$ cat src/rtl/lzrw_job_arbiter.sv
// Round-robin job scheduler sharing one LZRW1 engine between NUM_REQ requesters.
// Grants one requester, restarts the engine, feeds its beats, then forwards engine bytes back.
module lzrw_job_arbiter #(
  parameter int unsigned NUM_REQ   = 4,
  parameter int unsigned BEATS_MAX = 8,
  parameter int unsigned TIMEOUT   = 4096,
  localparam int unsigned IDW      = $clog2(NUM_REQ),
  localparam int unsigned BW       = $clog2(BEATS_MAX + 1),
  localparam int unsigned CW       = $clog2(16 * BEATS_MAX + 1)
) (
  input  logic                              clock,
  input  logic                              reset,
  input  logic [NUM_REQ-1:0]                req_valid,
  input  logic [NUM_REQ-1:0][BW-1:0]        req_beats,
  input  logic [NUM_REQ-1:0][15:0][7:0]     req_data,
  output logic [NUM_REQ-1:0]                req_data_ready,
  output logic [NUM_REQ-1:0]                grant,
  output logic                              eng_restart,
  output logic                              eng_valid,
  output logic [15:0][7:0]                  eng_curbyte,
  input  logic                              eng_out_valid,
  input  logic [7:0]                        eng_byte,
  input  logic                              eng_finished,
  output logic                              rsp_valid,
  output logic [7:0]                        rsp_byte,
  output logic [IDW-1:0]                    rsp_id,
  output logic [CW-1:0]                     rsp_count,
  output logic                              job_done,
  output logic                              job_err,
  output logic                              busy
);

  localparam int unsigned TW = $clog2(TIMEOUT);

  typedef enum logic [2:0] {StIdle, StRestart, StFeed, StDrain, StDone} state_e;

  state_e               state_q;
  logic [IDW-1:0]       rr_ptr_q;
  logic [IDW-1:0]       gnt_id_q;
  logic [BW-1:0]        beats_left_q;
  logic [BW-1:0]        beats_lat_q;
  logic [TW-1:0]        tcnt_q;
  logic [NUM_REQ-1:0]   grant_q;
  logic                 eng_restart_q;
  logic                 rsp_valid_q;
  logic [7:0]           rsp_byte_q;
  logic [IDW-1:0]       rsp_id_q;
  logic [CW-1:0]        cnt_q;
  logic                 job_done_q;
  logic                 job_err_q;
  logic                 busy_q;

  logic [NUM_REQ-1:0]   elig;
  logic                 win_found;
  logic [IDW-1:0]       win_id;
  logic [IDW-1:0]       cand;
  logic [CW-1:0]        cnt_d;
  logic [CW-1:0]        exp_cnt;
  logic                 timeout_hit;
  logic [IDW-1:0]       rr_ptr_d;

  always_comb begin
    for (int unsigned i = 0; i < NUM_REQ; i++) begin
      elig[i] = req_valid[i] && (req_beats[i] != '0) && (req_beats[i] <= BW'(BEATS_MAX));
    end
  end

  // First eligible index at or after rr_ptr, wrapping modulo NUM_REQ.
  always_comb begin
    win_found = 1'b0;
    win_id    = '0;
    cand      = '0;
    for (int unsigned k = 0; k < NUM_REQ; k++) begin
      cand = IDW'((32'(rr_ptr_q) + k) % NUM_REQ);
      if (!win_found && elig[cand]) begin
        win_found = 1'b1;
        win_id    = cand;
      end
    end
  end

  always_comb begin
    cnt_d = cnt_q;
    if (eng_out_valid && (cnt_q != '1)) begin
      cnt_d = cnt_q + 1'b1;
    end
    exp_cnt     = CW'({beats_lat_q, 4'b0000});
    timeout_hit = (tcnt_q == TW'(TIMEOUT - 1));
    rr_ptr_d    = (gnt_id_q == IDW'(NUM_REQ - 1)) ? '0 : gnt_id_q + 1'b1;
  end

  always_ff @(posedge clock) begin
    if (!reset) begin
      state_q       <= StIdle;
      rr_ptr_q      <= '0;
      gnt_id_q      <= '0;
      beats_left_q  <= '0;
      beats_lat_q   <= '0;
      tcnt_q        <= '0;
      grant_q       <= '0;
      eng_restart_q <= 1'b0;
      rsp_valid_q   <= 1'b0;
      rsp_byte_q    <= '0;
      rsp_id_q      <= '0;
      cnt_q         <= '0;
      job_done_q    <= 1'b0;
      job_err_q     <= 1'b0;
      busy_q        <= 1'b0;
    end else begin
      eng_restart_q <= 1'b0;
      rsp_valid_q   <= 1'b0;
      job_done_q    <= 1'b0;
      job_err_q     <= 1'b0;
      unique case (state_q)
        StIdle: begin
          if (win_found) begin
            gnt_id_q      <= win_id;
            beats_left_q  <= req_beats[win_id];
            beats_lat_q   <= req_beats[win_id];
            grant_q       <= NUM_REQ'(1) << win_id;
            eng_restart_q <= 1'b1;
            busy_q        <= 1'b1;
            state_q       <= StRestart;
          end
        end
        StRestart: begin
          cnt_q   <= '0;
          tcnt_q  <= '0;
          state_q <= StFeed;
        end
        StFeed: begin
          beats_left_q <= beats_left_q - 1'b1;
          if (beats_left_q == BW'(1)) begin
            state_q <= StDrain;
          end
        end
        StDrain: begin
          if (eng_out_valid) begin
            rsp_valid_q <= 1'b1;
            rsp_byte_q  <= eng_byte;
            rsp_id_q    <= gnt_id_q;
            cnt_q       <= cnt_d;
          end
          if (!timeout_hit) begin
            tcnt_q <= tcnt_q + 1'b1;
          end
          // A byte arriving with eng_finished is part of the count check.
          if (eng_finished || timeout_hit) begin
            job_done_q <= 1'b1;
            job_err_q  <= (timeout_hit && !eng_finished) || (cnt_d != exp_cnt);
            state_q    <= StDone;
          end
        end
        StDone: begin
          rr_ptr_q <= rr_ptr_d;
          grant_q  <= '0;
          busy_q   <= 1'b0;
          state_q  <= StIdle;
        end
        default: state_q <= StIdle;
      endcase
    end
  end

  assign eng_valid      = (state_q == StFeed);
  assign eng_curbyte    = (state_q == StFeed) ? req_data[gnt_id_q] : '0;
  assign req_data_ready = (state_q == StFeed) ? grant_q : '0;
  assign grant          = grant_q;
  assign eng_restart    = eng_restart_q;
  assign rsp_valid      = rsp_valid_q;
  assign rsp_byte       = rsp_byte_q;
  assign rsp_id         = rsp_id_q;
  assign rsp_count      = cnt_q;
  assign job_done       = job_done_q;
  assign job_err        = job_err_q;
  assign busy           = busy_q;

endmodule

$ cat config.mk
export PLATFORM = sky130hd
export DESIGN_NAME = lzrw_job_arbiter
export DESIGN_NICKNAME = d
export VERILOG_FILES = /design/src/rtl/lzrw_job_arbiter.sv
export SDC_FILE = /design/constraint.sdc
export NUM_CORES = 1
export LEC_CHECK = 0
export BUFFER_PORTS_ARGS = -buffer_cell sky130_fd_sc_hd__buf_4
export CORE_AREA = 2 2 271 273
export DETAILED_ROUTE_END_ITERATION = 16
export DIE_AREA = 0 0 273 275
export REMOVE_ABC_BUFFERS = 1
export SYNTH_ARGS = -nofsm -noshare
export SYNTH_HDL_FRONTEND = slang
export SYNTH_SLANG_ARGS = --single-unit
$ cat constraint.sdc
create_clock -name clock -period 3.15 [get_ports clock]
set_input_delay 0.63 -clock clock [delete_from_list [all_inputs] [get_ports clock]]
set_output_delay 0.63 -clock clock [all_outputs]
set_load 0.01 [all_outputs]
==> out/results.ini, run 1 <==
[outcome]
outcome = finished, final reports clean

[clocking]
cts_resized = 0
cts.sinks = 54
numCtsBuffers = 5
htreeDepth = 2
root_buffer = clkbuf_16
postCtsHoldBufs = 0
clkSlewWorstSetupHoldPaths_ns = 0.08
ctsLongestPathBuffers = 2
tritoncts = done
post-cts-setup-buffers = 0
clock_latency_ns = 0.31

[critical_path]
rrSetupSlack_ns = 0.83
rr_worst_depth = 6
cp-start-kind = register
path_class = reg2out
setup.worst_path.end_class = output pin
worstReg2RegEnd = beats_lat_q[3]
rr_startpoint = state_q[2]
cp.arrival_ns = 2.24
worstPathRequired_ns = 2.52
worst-path-max-fanout = 73
crit_path_start = state_q[1]

[detailed_routing]
drc = 0
wirelength_um = 58400
wire_per_inst_um = 25.6
first_iter_violations = 477
routed_via_density = 3.82
via_count = 8712
ant_nets = 0
first_pass_iters = 5

[logic_synthesis]
synth-seq-cells = 54
synth_top_area_cell = mux4_2
synthArstFlopShare_pct = 0
synthTopCellsByArea = mux4_2 44%, dfxtp_1 16%, and2_1 13%
ys_seq_area_share_pct = 16.4
avgSynthCellArea_um2 = 10.3
yosys_warnings = 0
synthCells = 642
synth_edf_count = 0
ys.flop_type = dfxtp_1
yosysTopAreaCellShare_pct = 43.6
synth_area_um2 = 6610
synth_cell_types = 51

[sta]
tightest_slew_ns = 0.710
hold_violations = 0
rsz0062_at_grt = no
period_share_pct = 91.0
min_period_ns = 2.87
setup_violations = 0
maxSlewHeadroom_pct = 52.6
fin_ws_ns = 0.284
worst_clock_skew_ns = 0.0116
max_freq_ghz = 0.349
slew_viol_final = 0

[place]
portBuffers = 703
finalWeightedCongestion = 0.910
place_ws_ns = 0.319
dp_hpwl_um = 52600

[finish]
final_cell_mix = 714 x buf_4, 136 x and2_1, 128 x mux4_2
drive_gt1_share_pct = 66.4
final_nets = 1862
final_util_pct = 18.4
final_common_cell = buf_4
area_growth_pct = 101

[floorplan]
die_h_um = 275
initial_core_util_pct = 9.13
fp-row-count = 99
coreArea_um2 = 72300
dieArea_um2 = 75100
io_pins = 704
die_x_um = 273

[global_routing]
grt-ovfl-total = 0
antenna_found_initial = 46
grt_max_degree = 74
grt_usage_pct = 14.6
grt_pass1_vias = 8575
grt_first_pass_wirelength_um = 74700

[min_path]
hold_depth = 2
holdCritStartpoint = rsp_byte[6]
min_path_type = reg2reg
whs_endpoint = rsp_byte[6]

[pwr]
irDropWorstVdd_mv = 0.254
p_per_area_nw_per_um2 = 275
p_leak_nw = 5.70
power_mw = 3.65

[run]
maxCapViolCount = 0

-- cell type report --
type,count,area [um^2]
fillers,8200,59000
repair buffers,722,5520
clock buffers,5,125
diodes,5,12.5
clock inverters,3,47.5
inverters,10,40.0
flip-flops and latches,54,1090
multi-input cells,520,5270
well taps,959,1200
-- critical path: stages, from the launching register on --
cell and delay [ns]:
dfxtp_1 0.49, or3b_2 0.57, inv_4 0.12, buf_12 0.24
and2_1 0.23, buf_4 0.16
-- state kept, by name (all words and copies together) (netlist names) --
register and cells:
gnt_id_q 2, busy 1, beats_lat_q 4, rsp_byte 8, rr_ptr_q 2, beats_left_q 4, job_done 1, tcnt_q 12
job_err 1, rsp_count 8, rsp_id 2, grant 4, eng_restart 1, rsp_valid 1, state_q 3
-- through the flow --
step | std cells | setup TNS, ns | hold slack [ns] | instance area [um^2]
6_report | 2278 | 0 | 0.456 | 13300
3_5_place_dp | 2265 | 0 | 0.447 | 13100
5_1_grt | 2277 | 0 | 0.480 | 13300
3_3_place_gp | 2265 | 0 | 0.444 | 13100
4_1_cts | 2273 | 0 | 0.457 | 13300
2_1_floorplan | 584 | -484.30 | 0.444 | 6380
-- logic make-up (layout without fill, tap and decap cells) --
| kind of cell | after synthesis | count (layout) | share of synthesized area, % |
|---|---|---|---|
| buffers and inverters | 68 | 740 | 4.01 |
| other | 0 | 5 | 0 |
| muxes | 143 | 143 | 46.0 |
| xor gates and xnor gates | 15 | 15 | 1.99 |
| AOI/OAI and AO/OA | 76 | 76 | 7.86 |
| adders and majority gates | 5 | 5 | 0.947 |
| and+or+nand+nor | 281 | 281 | 22.8 |
| DFF | 54 | 54 | 16.4 |
-- cell usage after synthesis (all sizes together), types with 5 or more instances --
| library cell | count |
|---|---|
| and3 | 5 |
| xor2 | 10 |
| or4 | 5 |
| ha | 5 |
| o22ai | 10 |
| buf | 15 |
| mux2 | 5 |
| mux2i | 10 |
| o31ai | 5 |
| and2 | 136 |
| nor2 | 42 |
| a31oi | 5 |
| a21oi | 18 |
| nor3 | 10 |
| nand2 | 53 |
| clkbuf | 43 |
| dfxtp | 54 |
| inv | 10 |
| nand3 | 12 |
| mux4 | 128 |
| nand4 | 5 |
| o21ai | 14 |
| xnor2 | 5 |
-- where the power goes --
group,total (mW),switching [mW],internal (mW)
combinational,2.22,0.981,1.24
sequential,0.773,0.0481,0.725
clock,0.659,0.279,0.380
total,3.65,1.31,2.34
-- worst max-delay path by stage --
stage | depth (start not counted) | end | slack, ns
2_1_floorplan | 2 | eng_curbyte[0] | -3.69
3_3_place_gp | 7 | beats_left_q[0] | 0.36
3_5_place_dp | 7 | beats_left_q[0] | 0.32
4_1_cts | 5 | eng_curbyte[84] | 0.26
5_1_grt | 5 | eng_curbyte[77] | 0.14
6_report | 5 | eng_curbyte[77] | 0.28
-- routing by layer --
layer / track usage [%] / part of all wire, % / up-vias
met3: 6.70 / 12 / 89
met2: 22.9 / 45 / 500
met4: 2.49 / 1.8 / 38
li1: - / - / 3803
met5: 0 / 0.41 / -
met1: 18.5 / 41 / 4282
(Power assumes the default switching activity.)
==> run 2: changes to the inputs <==
--- a/config.mk
+++ b/config.mk
@@ -6,9 +6,10 @@
 export NUM_CORES = 1
 export LEC_CHECK = 0
 export BUFFER_PORTS_ARGS = -buffer_cell sky130_fd_sc_hd__buf_4
-export CORE_AREA = 2 2 271 273
+export CORE_AREA = 2 2 275 277
+export CTS_BUF_LIST = sky130_fd_sc_hd__clkbuf_4 sky130_fd_sc_hd__clkbuf_8
 export DETAILED_ROUTE_END_ITERATION = 16
-export DIE_AREA = 0 0 273 275
+export DIE_AREA = 0 0 277 279
 export REMOVE_ABC_BUFFERS = 1
 export SYNTH_ARGS = -nofsm -noshare
 export SYNTH_HDL_FRONTEND = slang
==> out/results.ini, run 2 (synthesis gave the netlist of run 1 again) <==
[pwr]
p_per_area_nw_per_um2 = 256  ; -6.7%
p_switching_mw = 1.21  ; -7.6%
irDropWorstVdd_mv = 0.196  ; -23%
switching_share_pct = 35.5  ; -0.36 points
clkPwrFrac_pct = 14.8  ; -3.2 points
p_int_mw = 2.20  ; -6.2%
power_mw = 3.41  ; -6.7%
pwr-share-comb_pct = 61.9  ; +1.1 points
p_leak_nw = 5.68  ; -0.30%
seq_power_share_pct = 23.3  ; +2.1 points

[detailed_routing]
wl_met3_um = 6200  ; -11%
wire_per_inst_um = 24.4  ; -4.7%
drc = 0  ; unchanged
wl_met1_um = 22800  ; -4.6%
ant_nets = 0  ; unchanged
wirelength_um = 56100  ; -3.8%
routed.top_layer = met5
first_pass_iters = 4  ; -1
via_count = 8601  ; -1.3%
routed_via_density = 3.74  ; -2.1%
first_iter_violations = 426  ; -11%
dr_wl_met2_um = 25200  ; -3.6%

[critical_path]
worst-path-max-fanout = 11  ; -85%
path_class = reg2out
cp-start-kind = register
crit_path_start = gnt_id_q[0]
cp.arrival_ns = 2.19  ; -0.05 ns
rr_startpoint = state_q[2]
worstPathRequired_ns = 2.52  ; about the same
setup.worst_path.end_class = output pin
rrSetupSlack_ns = 0.65  ; -0.18 ns

[clocking]
numCtsBuffers = 5  ; unchanged
clock_latency_ns = 0.33  ; +0.02 ns
cts.sinks = 54  ; unchanged
ctsLongestPathBuffers = 2  ; unchanged
clkSlewWorstSetupHoldPaths_ns = 0.12  ; +0.04 ns
htreeDepth = 2  ; unchanged
root_buffer = clkbuf_8
postCtsHoldBufs = 0  ; unchanged
tritoncts = done
cts_resized = 0  ; unchanged
post-cts-setup-buffers = 0  ; unchanged

[finish]
fillers = 8299  ; +1.2%
final_common_cell = buf_4
drive_gt1_share_pct = 66.4  ; about the same
final_nets = 1863  ; +0.054%
area_growth_pct = 101  ; about the same
largest-register = tcnt_q
final_cell_mix = 714 x buf_4, 136 x and2_1, 128 x mux4_2
final_util_pct = 17.9  ; -0.44 points
largest_reg_flops = 12  ; unchanged

[floorplan]
initial_core_util_pct = 8.92  ; -0.21 points
coreArea_um2 = 74100  ; +2.4%
die_x_um = 277  ; +1.5%
io_pins = 704  ; unchanged
die_h_um = 279  ; +1.5%
fp-row-count = 100  ; +1.0%
dieArea_um2 = 77300  ; +2.9%

[sta]
tightest_slew_ns = 0.682  ; -0.0273 ns
worst_clock_skew_ns = 0.0177  ; +0.00615 ns
slew_viol_final = 0  ; unchanged
maxSlewHeadroom_pct = 54.2  ; +1.6 points
max_freq_ghz = 0.355  ; +1.8%
rsz0062_at_grt = no
hold_violations = 0  ; unchanged
period_share_pct = 89.4  ; -1.6 points
min_period_ns = 2.82  ; -0.0498 ns
setup_violations = 0  ; unchanged

[min_path]
holdCritStartpoint = rsp_byte[4]
min_path_type = reg2reg

[global_routing]
grt_usage_pct = 13.7  ; -0.94 points
grt_pass1_vias = 8619  ; +0.51%
grt_first_pass_wirelength_um = 73600  ; -1.5%
grt_max_degree = 95  ; +28%
grt-ovfl-total = 0  ; unchanged
antenna_found_initial = 40  ; -13%

[outcome]
outcome = finished, final reports clean

[place]
portBuffers = 703  ; unchanged
dp_hpwl_um = 50100  ; -4.7%
finalWeightedCongestion = 0.923  ; +1.4%

[run]
maxCapViolCount = 0  ; unchanged

==> run 2: changes by cell type in the layout (fill, tap and decap cells not counted) <==
cell,previous run,this run
buf_12,8,9
clkbuf_16,5,0
clkinv_4,1,0
clkinv_2,0,1
clkbuf_8,0,5
diode_2,5,14
==> run 2: path summary, 6_finish.rpt <==
check	to	cells past startpoint
min reg2reg	rsp_byte[4]	2
max reg2reg	beats_lat_q[1]	7
min	rsp_byte[4]	2
max	eng_curbyte[98]	4
==> run 2: routing by layer <==
metal | global-route usage, % | vias up
met5 | 0 | -
met4 | 4.14 | 32
met3 | 6.28 | 85
met2 | 21.3 | 454
met1 | 16.7 | 4212
li1 | - | 3818
==> run 2: cell type report <==
cell class	count	area, um^2	area share [%]
Antenna cell	14	35.0	0.264
Clock buffer	5	68.8	0.518
Clock inverter	3	43.8	0.329
Inverter	10	40.0	0.301
Multi-Input combinational cell	520	5270	39.6
Sequential cell	54	1090	8.19
Tap cell	969	1210	9.12
Timing Repair Buffer	723	5540	41.7
==> run 2: critical path: stages (launching register included) <==
cell	delay [ns]
dfxtp_4	0.53
buf_4	0.27
mux4_2	0.67
and2_1	0.22
buf_4	0.16
==> run 2: power by group through the flow <==
| stage | combinational (mW) | sequential, mW | clock, mW |
|---|---|---|---|
| global placement | 2.12 | 0.819 | 0 |
| floorplan | 0.953 | 0.894 | 0 |
| CTS | 2.14 | 0.803 | 0.518 |
| global route | 2.26 | 0.806 | 0.540 |
| finish | 2.11 | 0.795 | 0.504 |
| detailed placement | 2.13 | 0.818 | 0 |
==> run 2: per-stage QoR <==
step / worst slack [ns] / setup TNS, ns / instances / instance area, um^2 / hold slack (ns)
detailed placement: 0.236 / 0 / 2276 / 13100 / 0.451
global placement: 0.261 / 0 / 2276 / 13100 / 0.443
finish: 0.334 / 0 / 2298 / 13300 / 0.470
global route: 0.204 / 0 / 2295 / 13300 / 0.493
CTS: 0.268 / 0 / 2284 / 13300 / 0.470
floorplan: -3.69 / -484.30 / 584 / 6380 / 0.444
